`src/rtl/ahb_bus_arbiter.sv`:
```
`default_nettype none
// ============================================================================
// Module   : ahb_bus_arbiter
// Purpose  : Round-robin AHB-Lite arbiter sharing one bridge slave port among
//            NUM_M masters, with burst capping and parking on master 0.
// Revision : 1.0
// ============================================================================
module ahb_bus_arbiter #(
    parameter int NUM_M     = 3,
    parameter int AW        = 32,
    parameter int DW        = 32,
    parameter int MAX_BURST = 16
) (
    input  logic                       Hclk,
    input  logic                       Hreset,
    input  logic [NUM_M-1:0]           M_Hbusreq,
    input  logic [NUM_M*AW-1:0]        M_Haddr,
    input  logic [NUM_M-1:0]           M_Hwrite,
    input  logic [NUM_M*2-1:0]         M_Htrans,
    input  logic [NUM_M*DW-1:0]        M_Hwdata,
    output logic [NUM_M-1:0]           M_Hgrant,
    output logic                       M_Hready,
    output logic [1:0]                 M_Hresp,
    output logic [DW-1:0]              M_Hrdata,
    output logic [$clog2(NUM_M)-1:0]   Hmaster,
    output logic [AW-1:0]              Haddr,
    output logic                       Hwrite,
    output logic [1:0]                 Htrans,
    output logic [DW-1:0]              Hwdata,
    output logic                       Hreadyin,
    input  logic                       Hreadyout,
    input  logic [1:0]                 Hresp,
    input  logic [DW-1:0]              Hrdata
);

    localparam int MW  = $clog2(NUM_M);
    localparam int BCW = $clog2(MAX_BURST + 1);

    localparam logic [1:0] c_IDLE   = 2'b00;
    localparam logic [1:0] c_NONSEQ = 2'b10;
    localparam logic [1:0] c_SEQ    = 2'b11;

    typedef enum logic [0:0] {
        PARK = 1'b0,
        OWN  = 1'b1
    } state_t;

    state_t           state_q, state_d;
    logic [MW-1:0]    g_q, g_d;
    logic [MW-1:0]    d_q, d_d;
    logic [BCW-1:0]   bc_q, bc_d;

    logic [AW-1:0]    w_addr_g;
    logic             w_write_g;
    logic [1:0]       w_trans_g;
    logic [DW-1:0]    w_wdata_d;
    logic [MW-1:0]    w_idx;
    logic [MW-1:0]    w_rr_win;
    logic             w_rr_found;
    logic             w_others;
    logic             w_accept;
    logic             w_handover;

    always_comb begin
        w_addr_g  = M_Haddr[AW-1:0];
        w_write_g = M_Hwrite[0];
        w_trans_g = M_Htrans[1:0];
        w_wdata_d = M_Hwdata[DW-1:0];
        for (int i = 1; i < NUM_M; i++) begin
            if (g_q == MW'(i)) begin
                w_addr_g  = M_Haddr[i*AW +: AW];
                w_write_g = M_Hwrite[i];
                w_trans_g = M_Htrans[i*2 +: 2];
            end
            if (d_q == MW'(i)) begin
                w_wdata_d = M_Hwdata[i*DW +: DW];
            end
        end
    end

    // Cyclic search starting at g+1 so the current owner is considered last.
    always_comb begin
        w_rr_found = 1'b0;
        w_rr_win   = '0;
        w_idx      = '0;
        for (int k = 1; k <= NUM_M; k++) begin
            w_idx = MW'((int'(g_q) + k) % NUM_M);
            if (!w_rr_found && M_Hbusreq[w_idx]) begin
                w_rr_found = 1'b1;
                w_rr_win   = w_idx;
            end
        end
    end

    assign M_Hgrant = NUM_M'(1) << g_q;
    assign w_others = |(M_Hbusreq & ~M_Hgrant);
    assign w_accept = Hreadyout && (state_q == OWN) && w_trans_g[1];

    always_comb begin
        state_d    = state_q;
        g_d        = g_q;
        d_d        = d_q;
        bc_d       = bc_q;
        w_handover = 1'b0;
        if (Hreadyout) begin
            if (w_accept) begin
                d_d = g_q;
                if (w_trans_g == c_NONSEQ) begin
                    bc_d = BCW'(1);
                end else if (bc_q < BCW'(MAX_BURST)) begin
                    bc_d = bc_q + 1'b1;
                end
            end
            case (state_q)
                PARK: begin
                    if (w_rr_found) begin
                        state_d = OWN;
                        g_d     = w_rr_win;
                        bc_d    = '0;
                    end else begin
                        g_d = '0;
                    end
                end
                OWN: begin
                    // A SEQ beat that completes MAX_BURST beats ends the tenure when contended.
                    w_handover = !M_Hbusreq[g_q] || (w_trans_g == c_IDLE) ||
                                 (w_accept && (w_trans_g == c_SEQ) &&
                                  (bc_q >= BCW'(MAX_BURST - 1)) && w_others);
                    if (w_handover) begin
                        if (!w_rr_found) begin
                            state_d = PARK;
                            g_d     = '0;
                            bc_d    = '0;
                        end else if (w_rr_win != g_q) begin
                            g_d  = w_rr_win;
                            bc_d = '0;
                        end
                    end
                end
                default: begin
                    state_d = PARK;
                    g_d     = '0;
                    bc_d    = '0;
                end
            endcase
        end
    end

    always_ff @(posedge Hclk or posedge Hreset) begin
        if (Hreset) begin
            state_q <= PARK;
            g_q     <= '0;
            d_q     <= '0;
            bc_q    <= '0;
        end else begin
            state_q <= state_d;
            g_q     <= g_d;
            d_q     <= d_d;
            bc_q    <= bc_d;
        end
    end

    assign Haddr    = w_addr_g;
    assign Hwrite   = w_write_g;
    assign Htrans   = ((state_q == OWN) && !Hreset) ? w_trans_g : c_IDLE;
    assign Hwdata   = w_wdata_d;
    assign Hmaster  = d_q;
    assign Hreadyin = Hreadyout;
    assign M_Hready = Hreadyout;
    assign M_Hresp  = Hresp;
    assign M_Hrdata = Hrdata;

endmodule

`default_nettype wire
```
`config.mk`:
```
export PLATFORM = sky130hd
export DESIGN_NAME = ahb_bus_arbiter
export DESIGN_NICKNAME = d
export VERILOG_FILES = /design/src/rtl/ahb_bus_arbiter.sv
export SDC_FILE = /design/constraint.sdc
export NUM_CORES = 1
export LEC_CHECK = 0
export CAP_MARGIN = 30
export CORE_AREA = 8 8 128 130
export DETAILED_ROUTE_END_ITERATION = 8
export DIE_AREA = 0 0 136 138
export HOLD_SLACK_MARGIN = 0.06
export PLACE_DENSITY_LB_ADDON = 0.15
export SETUP_SLACK_MARGIN = 0.15
export SLEW_MARGIN = 20
export SYNTH_ARGS = -nofsm -noshare
export SYNTH_HDL_FRONTEND = slang
export SYNTH_SLANG_ARGS = --single-unit
```
`constraint.sdc`:
```
create_clock -name Hclk -period 2.3 [get_ports Hclk]
set_input_delay 0.345 -clock Hclk [delete_from_list [all_inputs] [get_ports Hclk]]
set_output_delay 0.345 -clock Hclk [all_outputs]
set_load 0.02 [all_outputs]
```
== Word level (Yosys, flattened, before mapping) ==
Index checks and enable logic that the tools add are counted.

* $lt $le $gt $ge: 6
* Equality and inequality tests: 9
* Add/sub/neg operators: 4
* Reductions and logical operators: 18
* Muxes and demuxes: 39
* Bitwise logic cells: 3
* Shift-type cells: 1
* Div/mod/pow operators: 3

{| class="wikitable"
|+ Operator list
! operator !! count
|-
| 2-to-1 mux 32 bit || 4
|-
| modulo 32 x 3 -> 32 bit, second input constant || 3
|-
| 2-to-1 mux 5 bit || 7
|-
| 2-to-1 mux 2 bit || 10
|-
| < comparator 2 x 3 -> 1 bit, second input constant || 4
|-
| 2-to-1 mux 1 bit || 11
|-
| one-hot mux 5 bit (2 select lines) || 1
|-
| binary-select mux 1 bit (select 2 bit) || 4
|-
| == test 2 bit, second input constant || 4
|-
| logical AND 1 bit || 8
|-
| adder 2 x 2 -> 3 bit, second input constant || 2
|-
| adder 5 x 1 -> 5 bit, second input constant || 1
|-
| greater-or-equal comparator 5 x 4 -> 1 bit, second input constant || 1
|-
| < comparator 5 bit, second input constant || 1
|-
| == test 2 x 1 -> 1 bit, second input constant || 2
|-
| zero test 1 bit || 4
|-
| one-hot mux 2 bit (2 select lines) || 1
|-
| adder 2 x 1 -> 3 bit, second input constant || 1
|-
| bitwise AND 3 bit || 1
|-
| != test 3 x 2 -> 1 bit, second input constant || 1
|-
| inverter 3 bit || 1
|-
| AND reduction 3 bit || 1
|-
| OR reduction 3 bit || 1
|-
| << shifter 1 x 2 -> 3 bit, first input constant || 1
|-
| 7 further kinds || 8
|}

* Flip-flop bits (word level): 10
* Output and inout bits: 108
* Bits of input ports: 241
* Logic and storage cells: 87

== Depth between registers and ports, before layout ==
Gate-level depths: netlist of run 1.

* Word-level depth: 16
* Gate-level depth with buffers: 9
* Mapped depth without buffers: 8

== Worst setup path after synthesis of run 1 ==
Ideal clock, no wire load.

* Kind: register to register
* Start: register g_q[1]
* End: register g_q[1]
* Library setup time: 128 ps
* Arrival: 2430 ps
* Buffers on the path: 1
* Path slack: -258 ps
* Period minus slack after synthesis: 2558 ps
* Data required time: 2172 ps
* Cell stages (with the launch flop): 10
* Cell sequence: dfrtp_1 -> inv_1 -> ha_1 -> buf_4 -> mux2_2 -> mux2i_2 -> or2_4 -> o311ai_4 -> o211ai_1 -> mux2_1

* Elaborated cells on any way between the ends: 50
* Those cells by class: add/sub: 3; div: 3; eq/ne: 6; shift: 1; mux: 21; bitwise: 2; reduce/logical: 14

{| class="wikitable"
|+ RTL lines
! item !! line !! RTL
|-
| start, declared || 49 || <nowiki>logic [MW-1:0] g_q, g_d;</nowiki>
|-
| start signal, assigned || 157 || <nowiki>g_q <= g_d;</nowiki>
|-
| << shifter 1 x 2 -> 3 bit || 95 || <nowiki>assign M_Hgrant = NUM_M'(1) << g_q;</nowiki>
|-
| net M_Hgrant[1] || 21 || <nowiki>output logic [NUM_M-1:0] M_Hgrant,</nowiki>
|-
| inverter 3 bit || 96 || <nowiki>assign w_others = |(M_Hbusreq & ~M_Hgrant);</nowiki>
|-
| bitwise AND 3 bit || 96 ||
|-
| OR reduction 3 bit || 96 ||
|-
| logical AND 1 bit || 128 || <nowiki>(bc_q >= BCW'(MAX_BURST - 1)) && w_others);</nowiki>
|-
| logical OR 1 bit || 126 || <nowiki>w_handover = !M_Hbusreq[g_q] || (w_trans_g == c_IDLE) ||</nowiki>
|-
| != test 2 x 1 -> 1 bit (no source line) || - ||
|-
| AND reduction 3 bit (no source line) || - ||
|}

The timed path passes the listed nets, and every way through them passes these cells. The select of a mux whose other input is x is not followed.
A chain may end at the register's enable or synchronous reset.

== Final worst setup path of run 1 ==
* Start: register g_q[1]
* End: output port Htrans[0]

* Word-level cells in the longest chain between the ends: 4
* Elaborated cells on any way between the ends: 5
* Those cells by class: eq/ne: 2; mux: 3

{| class="wikitable"
|+ Ends and longest elaborated chain
! item !! line !! RTL
|-
| == test 2 x 1 -> 1 bit || 70 || <nowiki>if (g_q == MW'(i)) begin</nowiki>
|-
| 2-to-1 mux 2 bit || 70 ||
|-
| 2-to-1 mux 2 bit (*) || 70 ||
|-
| 2-to-1 mux 2 bit (*) || 165 || <nowiki>assign Htrans = ((state_q == OWN) && !Hreset) ? w_trans_g : c_IDLE;</nowiki>
|-
| end, declared || 28 || <nowiki>output logic [1:0] Htrans,</nowiki>
|}

Mark *: on every way between the ends. The rest lies on a longest branch, timed or not.

==> flow_summary.toml, run 1 <==
[setup_path]
r2r_cells = 12
crit_path_start_kind = "register"
rr_startpoint = "g_q[1]"
crit_fanout = 7
crit_family = "buffers and inverters"
arrival_ns = 2.01
r2r-end = "bc_q[0]"
crit_chain = "inv_2 -> buf_6 -> ha_4 -> buf_12 -> mux2_4 -> mux2i_4 -> buf_6 -> nor3_1 -> buf_4"
crit_top_cell = "buf_6"
cp-endpoint = "Htrans[0]"
reg2reg_slack_ns = -0.05
criticalPathCategory = "reg2out"
cp-startpoint = "g_q[1]"
cpPeakStageDelay_ns = 0.40
path_buf_inv = 5
cp.depth = 9
required_ns = 1.96
cp-end-kind = "primary output"
crit_slowest_cell = "dfrtp_1"

[floorplan]
dieWidth_um = 136
die_area_mm2 = 0.0188
rows = 44
coreArea_mm2 = 0.0143
start_util = 0.204
fp.dieH_um = 138
io_pins = 349

[power_and_ir_drop]
p_leak_uw = 0.00246
p_per_area_mw_per_mm2 = 1060
seq_power_share = 0.046
ir_worst_vdd_v = 0.000997
p_sw_uw = 3310
clkPwrFrac = 0.053
pwr-share-comb = 0.901
finalPower_uw = 6580
power.share.switching = 0.503
power.internal_uw = 3270

[global_route]
grt_pass1_vias = 4096
grt_max_degree = 68
grt_pass1_wl_um = 23300
grt_usage = 0.152
grt.overflow.total = 0
antenna_found_initial = 0

[synthesis]
synth-seq-cells = 10
synth.top_cell.area_share = 0.226
yosysUniqueCellTypes = 47
synth-edff-count = 0
yosys.area.top_type = "mux2i_1"
syn_area_mm2 = 0.00292
ys.flop_type = "dfrtp_1"
postSynthCellCount = 406
ys_seq_area_frac = 0.0857
synth_nets = 653
ys_async_sr_fraction = 1.00
avgSynthCellArea_um2 = 7.20
yosys_warnings = 0
synth.area.top_cells = "mux2i_1 23%, buf_4 9.5%, dfrtp_1 8.6%"

[placed_design]
io_buffers = 280
dp_worst_setup_slack_ns = -0.175
detailed_place_hpwl_um = 13000
place_congestion = 0.853

[cells_and_area]
drive_above_1_share = 0.187
nFillCells = 1461
areaGrowthSynthToFinish_pct = 113
final_nets = 921
multi_input_area_mm2 = 0.00240
register_area_um2 = 256
num_antenna_cells = 0

[sta]
drv_slew = 0
hold_viol = 0
final.setup.tns_ns = -0.196
fin_crit_ns = 2.35
finalSetupViolCount = 6
setup_ws_ns = -0.0506
rsz0062_at_grt = "yes"
fmax_ghz = 0.425
worst_pin_slew_ns = 0.429
hold_slack_ns = 0.486
fin_skew_ns = 0.00268
slew_headroom = 0.714
period_share = 1.02

[clock_network]
cts_root_buf = "clkbuf_16"
cts_tree = "done"
cts_max_path_buffers = 2
numCtsBuffers = 3
clk_pin_slew_ns = 0.04
htreeDepth = 1
hold_buffers = 0
clkLatencyLatePin_ns = 0.24
cts.sinks = 10

[run_status]
violations = "negative setup slack"
status = "complete, but fails checks"

[drt]
vias = 3987
dr.pass1.iters = 4
routedWlPerCell_um = 18.5
ant_nets = 0
drt-total-wl_um = 15800
vias_per_cell = 4.65
drc = 0
first_iter_violations = 167

[hold_path]
holdCritPathClass = "in2async"

[job]
max-cap-violations = 0
==> per-stage QoR <==
step	util	instance area, um2	std cells
final	0.434	6210	857
after floorplan	-	2970	406
after global placement	0.416	5960	840
after CTS	0.429	6140	848
after global routing	0.434	6210	857
after detailed placement	0.416	5960	840
==> kinds of logic after synthesis <==
| logic type | Yosys count | share of synthesized area |
|---|---|---|
| AO/OA/AOI/OAI | 135 | 0.301 |
| XOR/XNOR | 3 | 0.00900 |
| adder cells (fa/ha/maj) | 6 | 0.0257 |
| buffers and inverters | 80 | 0.152 |
| flip-flops | 10 | 0.0857 |
| multiplexers | 72 | 0.251 |
| AND/OR/NAND/NOR | 100 | 0.175 |
==> cell usage in the layout (no fill, tap or decap), types with 7 or more instances in the layout <==
master / synthesis / routed
nand2_1: 43 / 43
a211oi_1: 33 / 32
clkdlybuf4s50_1: 0 / 211
buf_4: 37 / 47
o21ai_0: 40 / 13
nor2b_1: 34 / 34
inv_1: 12 / 9
dfrtp_1: 10 / 7
buf_2: 4 / 19
mux2i_1: 66 / 61
a21oi_1: 37 / 36
o21ai_1: 0 / 24
dlygate4sd2_1: 0 / 32
==> power groups by stage <==
stage	logic, uW	clock network (uW)	registers, uW
final	5930	351	303
after global routing	6360	369	313
after CTS	5670	359	322
after detailed placement	5790	0	320
after global placement	5730	0	319
after floorplan	3190	0	310
==> how the worst min path moves through the flow <==
stage | startpoint | to | slack [ns] | cells past startpoint
floorplan | Hreset | Hmaster[0] | 0.19 | 1
global placement | bc_q[4] | bc_q[4] | 0.57 | 1
detailed placement | bc_q[3] | bc_q[3] | 0.58 | 1
CTS | Hreset | bc_q[2] | 0.52 | 2
global route | Hreset | bc_q[2] | 0.55 | 2
finish | Hreset | bc_q[1] | 0.49 | 2
==> per-layer routing <==
layer | up-vias | track usage | share of wire
met5 | - | 0 | 0
met4 | 0 | 0.0283 | 0.018
met3 | 29 | 0.0413 | 0.082
met2 | 171 | 0.281 | 0.51
met1 | 1809 | 0.167 | 0.39
li1 | 1978 | - | -
==> state kept, by name, summed over array words and instances (netlist names) <==
register	flops
Hmaster	2
bc_q	5
g_q	2
state_q	1
==> synthesized netlist by cell type, types with 2 or more instances <==
library cell	number
a211oi_1	33
a21o_1	2
a21oi_1	37
a22o_1	2
a31oi_1	4
and3b_1	3
buf_1	3
buf_2	4
buf_4	37
clkbuf_1	24
dfrtp_1	10
ha_1	6
inv_1	12
mux2_2	3
mux2i_1	66
nand2_1	43
nand2b_1	3
nand4_1	2
nor2_1	5
nor2b_1	34
nor3_1	4
o211ai_1	2
o21ai_0	40
o31ai_1	2
or2_2	2
xnor2_1	2
==> area by class of cell <==
class	instances	share of cell area
clock buffer	4	0.0143
timing repair buffer	331	0.512
sequential	10	0.0413
inverter	12	0.00806
multi-input combinational	316	0.387
tap	184	0.0371
==> what timing repair did <==
action                     CTS  global route
gates resized for setup    172            96
setup endpoints to repair   75            48
pin swaps                    9             7
cloned                       0             3
buffers inserted             4             6
Power figures use the tool's default switching activity.
==> inputs of run 2 (changes only) <==
- CTS_BUF_LIST: not set -> sky130_fd_sc_hd__clkbuf_4 sky130_fd_sc_hd__clkbuf_8
==> run 2 against run 1 <==
The flow still finishes with violations (negative setup slack). Critical endpoint is now bc_q[0]. Worst hold slack gained 0.065 ns. Clock-buffer cell count unchanged. Largest cell class unchanged. Final cell count grew 2.2%. Critical path type is now reg2reg. Total power up 11%. Combinational power grew 15%.
==> flow_summary.toml, run 2 (same netlist as run 1, synthesis figures left out) <==
[cells_and_area]
largest_reg_flops = 5
regMostFlops = "bc_q"
areaGrowthSynthToFinish_pct = 129
layout_common_cells = "211 x clkdlybuf4s50_1, 60 x buf_4, 55 x mux2i_1"
layout_commonest_cell = "clkdlybuf4s50_1"
num_antenna_cells = 0
final_nets = 940
nFillCells = 1418
drive_above_1_share = 0.247

[global_route]
antenna_found_initial = 0
grt_pass1_wl_um = 22900
grt_max_degree = 68
grt_pass1_vias = 4066
grt_usage = 0.149
grt.overflow.total = 0

[setup_path]
criticalPathCategory = "reg2reg"
required_ns = 2.42
reg2reg_slack_ns = -0.08
arrival_ns = 2.50
cp-startpoint = "g_q[0]"
cp-end-kind = "register"
r2r_cells = 10
crit_path_start_kind = "register"
crit_fanout = 5
rr_startpoint = "g_q[0]"

[power_and_ir_drop]
p_leak_uw = 0.00264
p_per_area_mw_per_mm2 = 1100
ir_worst_vdd_v = 0.000798
finalPower_uw = 7330

[floorplan]
dieWidth_um = 136
rows = 44
fp.dieH_um = 138
coreArea_mm2 = 0.0143
start_util = 0.204
die_area_mm2 = 0.0188
io_pins = 349

[drt]
vias_per_cell = 4.72
dr.pass1.iters = 4
routedWlPerCell_um = 18.8
ant_nets = 0
drt-total-wl_um = 16500
vias = 4137
drc = 0
first_iter_violations = 115

[sta]
drv_slew = 0
hold_slack_ns = 0.551
period_share = 1.03
setup_ws_ns = -0.0779
hold_viol = 0
fin_crit_ns = 2.38
fmax_ghz = 0.421
worst_pin_slew_ns = 0.427
fin_skew_ns = 0.00645
slew_headroom = 0.715
finalSetupViolCount = 7
rsz0062_at_grt = "yes"

[clock_network]
cts.sinks = 10
cts_max_path_buffers = 2
clk_pin_slew_ns = 0.05
cts_tree = "done"
cts_root_buf = "clkbuf_8"
clkLatencyLatePin_ns = 0.24
htreeDepth = 1
numCtsBuffers = 3

[job]
max-cap-violations = 0

[placed_design]
detailed_place_hpwl_um = 13000
place_congestion = 0.853
io_buffers = 280

[run_status]
violations = "negative setup slack"
status = "complete, but fails checks"

[hold_path]
holdCritPathClass = "in2async"
-- run 2: worst max-delay path, cell delays in order (launching register included) --
cell and delay, ns:
dfrtp_2 0.44, buf_6 0.13, ha_4 0.17, buf_12 0.13, mux2_4 0.20, mux2i_4 0.09
or2_4 0.28, o311ai_4 0.28, o211ai_1 0.15, buf_4 0.17, o211a_1 0.21
-- run 2: worst paths after layout --
path	to
max in group asynchronous	Hmaster[0]
worst min register to register	bc_q[3]
worst max-delay path	bc_q[0]
worst max register to register	bc_q[0]
min in group Hclk	bc_q[3]
worst min-delay path	bc_q[1]
-- run 2: report_power, final --
group	total, uW	internal (uW)	switching (uW)
registers	304	232	72.4
clock network	224	151	72.7
logic	6800	3380	3430
-- run 2: cell type report --
class	count	area (um2)	area share
well taps	184	230	0.0344
clock buffers	4	55.1	0.00824
flip-flops and latches	10	256	0.0384
repair buffers	350	3520	0.526
multi-input cells	316	2580	0.386
inverters	12	50.0	0.00749
-- run 2: what timing repair did --
item	4_1_cts	5_1_grt
buffers inserted	5	22
pin swaps	13	26
setup endpoints to repair	75	55
gates cloned	0	5
resized for setup	153	215
hold buffers	0	0
endpoints found under the hold margin	0	0
-- run 2: per-layer routing --
| metal | part of all wire | up-vias | GRT usage |
|---|---|---|---|
| met5 | 0 | - | 0 |
| met1 | 0.38 | 1913 | 0.164 |
| li1 | - | 2019 | - |
| met2 | 0.52 | 179 | 0.278 |
| met3 | 0.080 | 26 | 0.0417 |
| met4 | 0.016 | 0 | 0.0231 |
-- run 2: metrics by stage --
stage                     TNS, ns  instances   util  area (um2)  setup slack (ns)
after floorplan           -0.0420        406      -        2970           -0.0420
after global placement     -0.680        840  0.416        5960            -0.164
after detailed placement   -0.836        840  0.416        5960            -0.175
after CTS                 -0.0937        849  0.420        6020           -0.0415
after global routing       -0.866        876  0.467        6690            -0.157
final                      -0.250        876  0.467        6690           -0.0779
==> inputs of run 3 (changes only) <==
- HOLD_SLACK_MARGIN: 0.06 -> 0.12
==> results of run 3 <==
The final DEF is identical to that of run 2; final timing and power are the same.
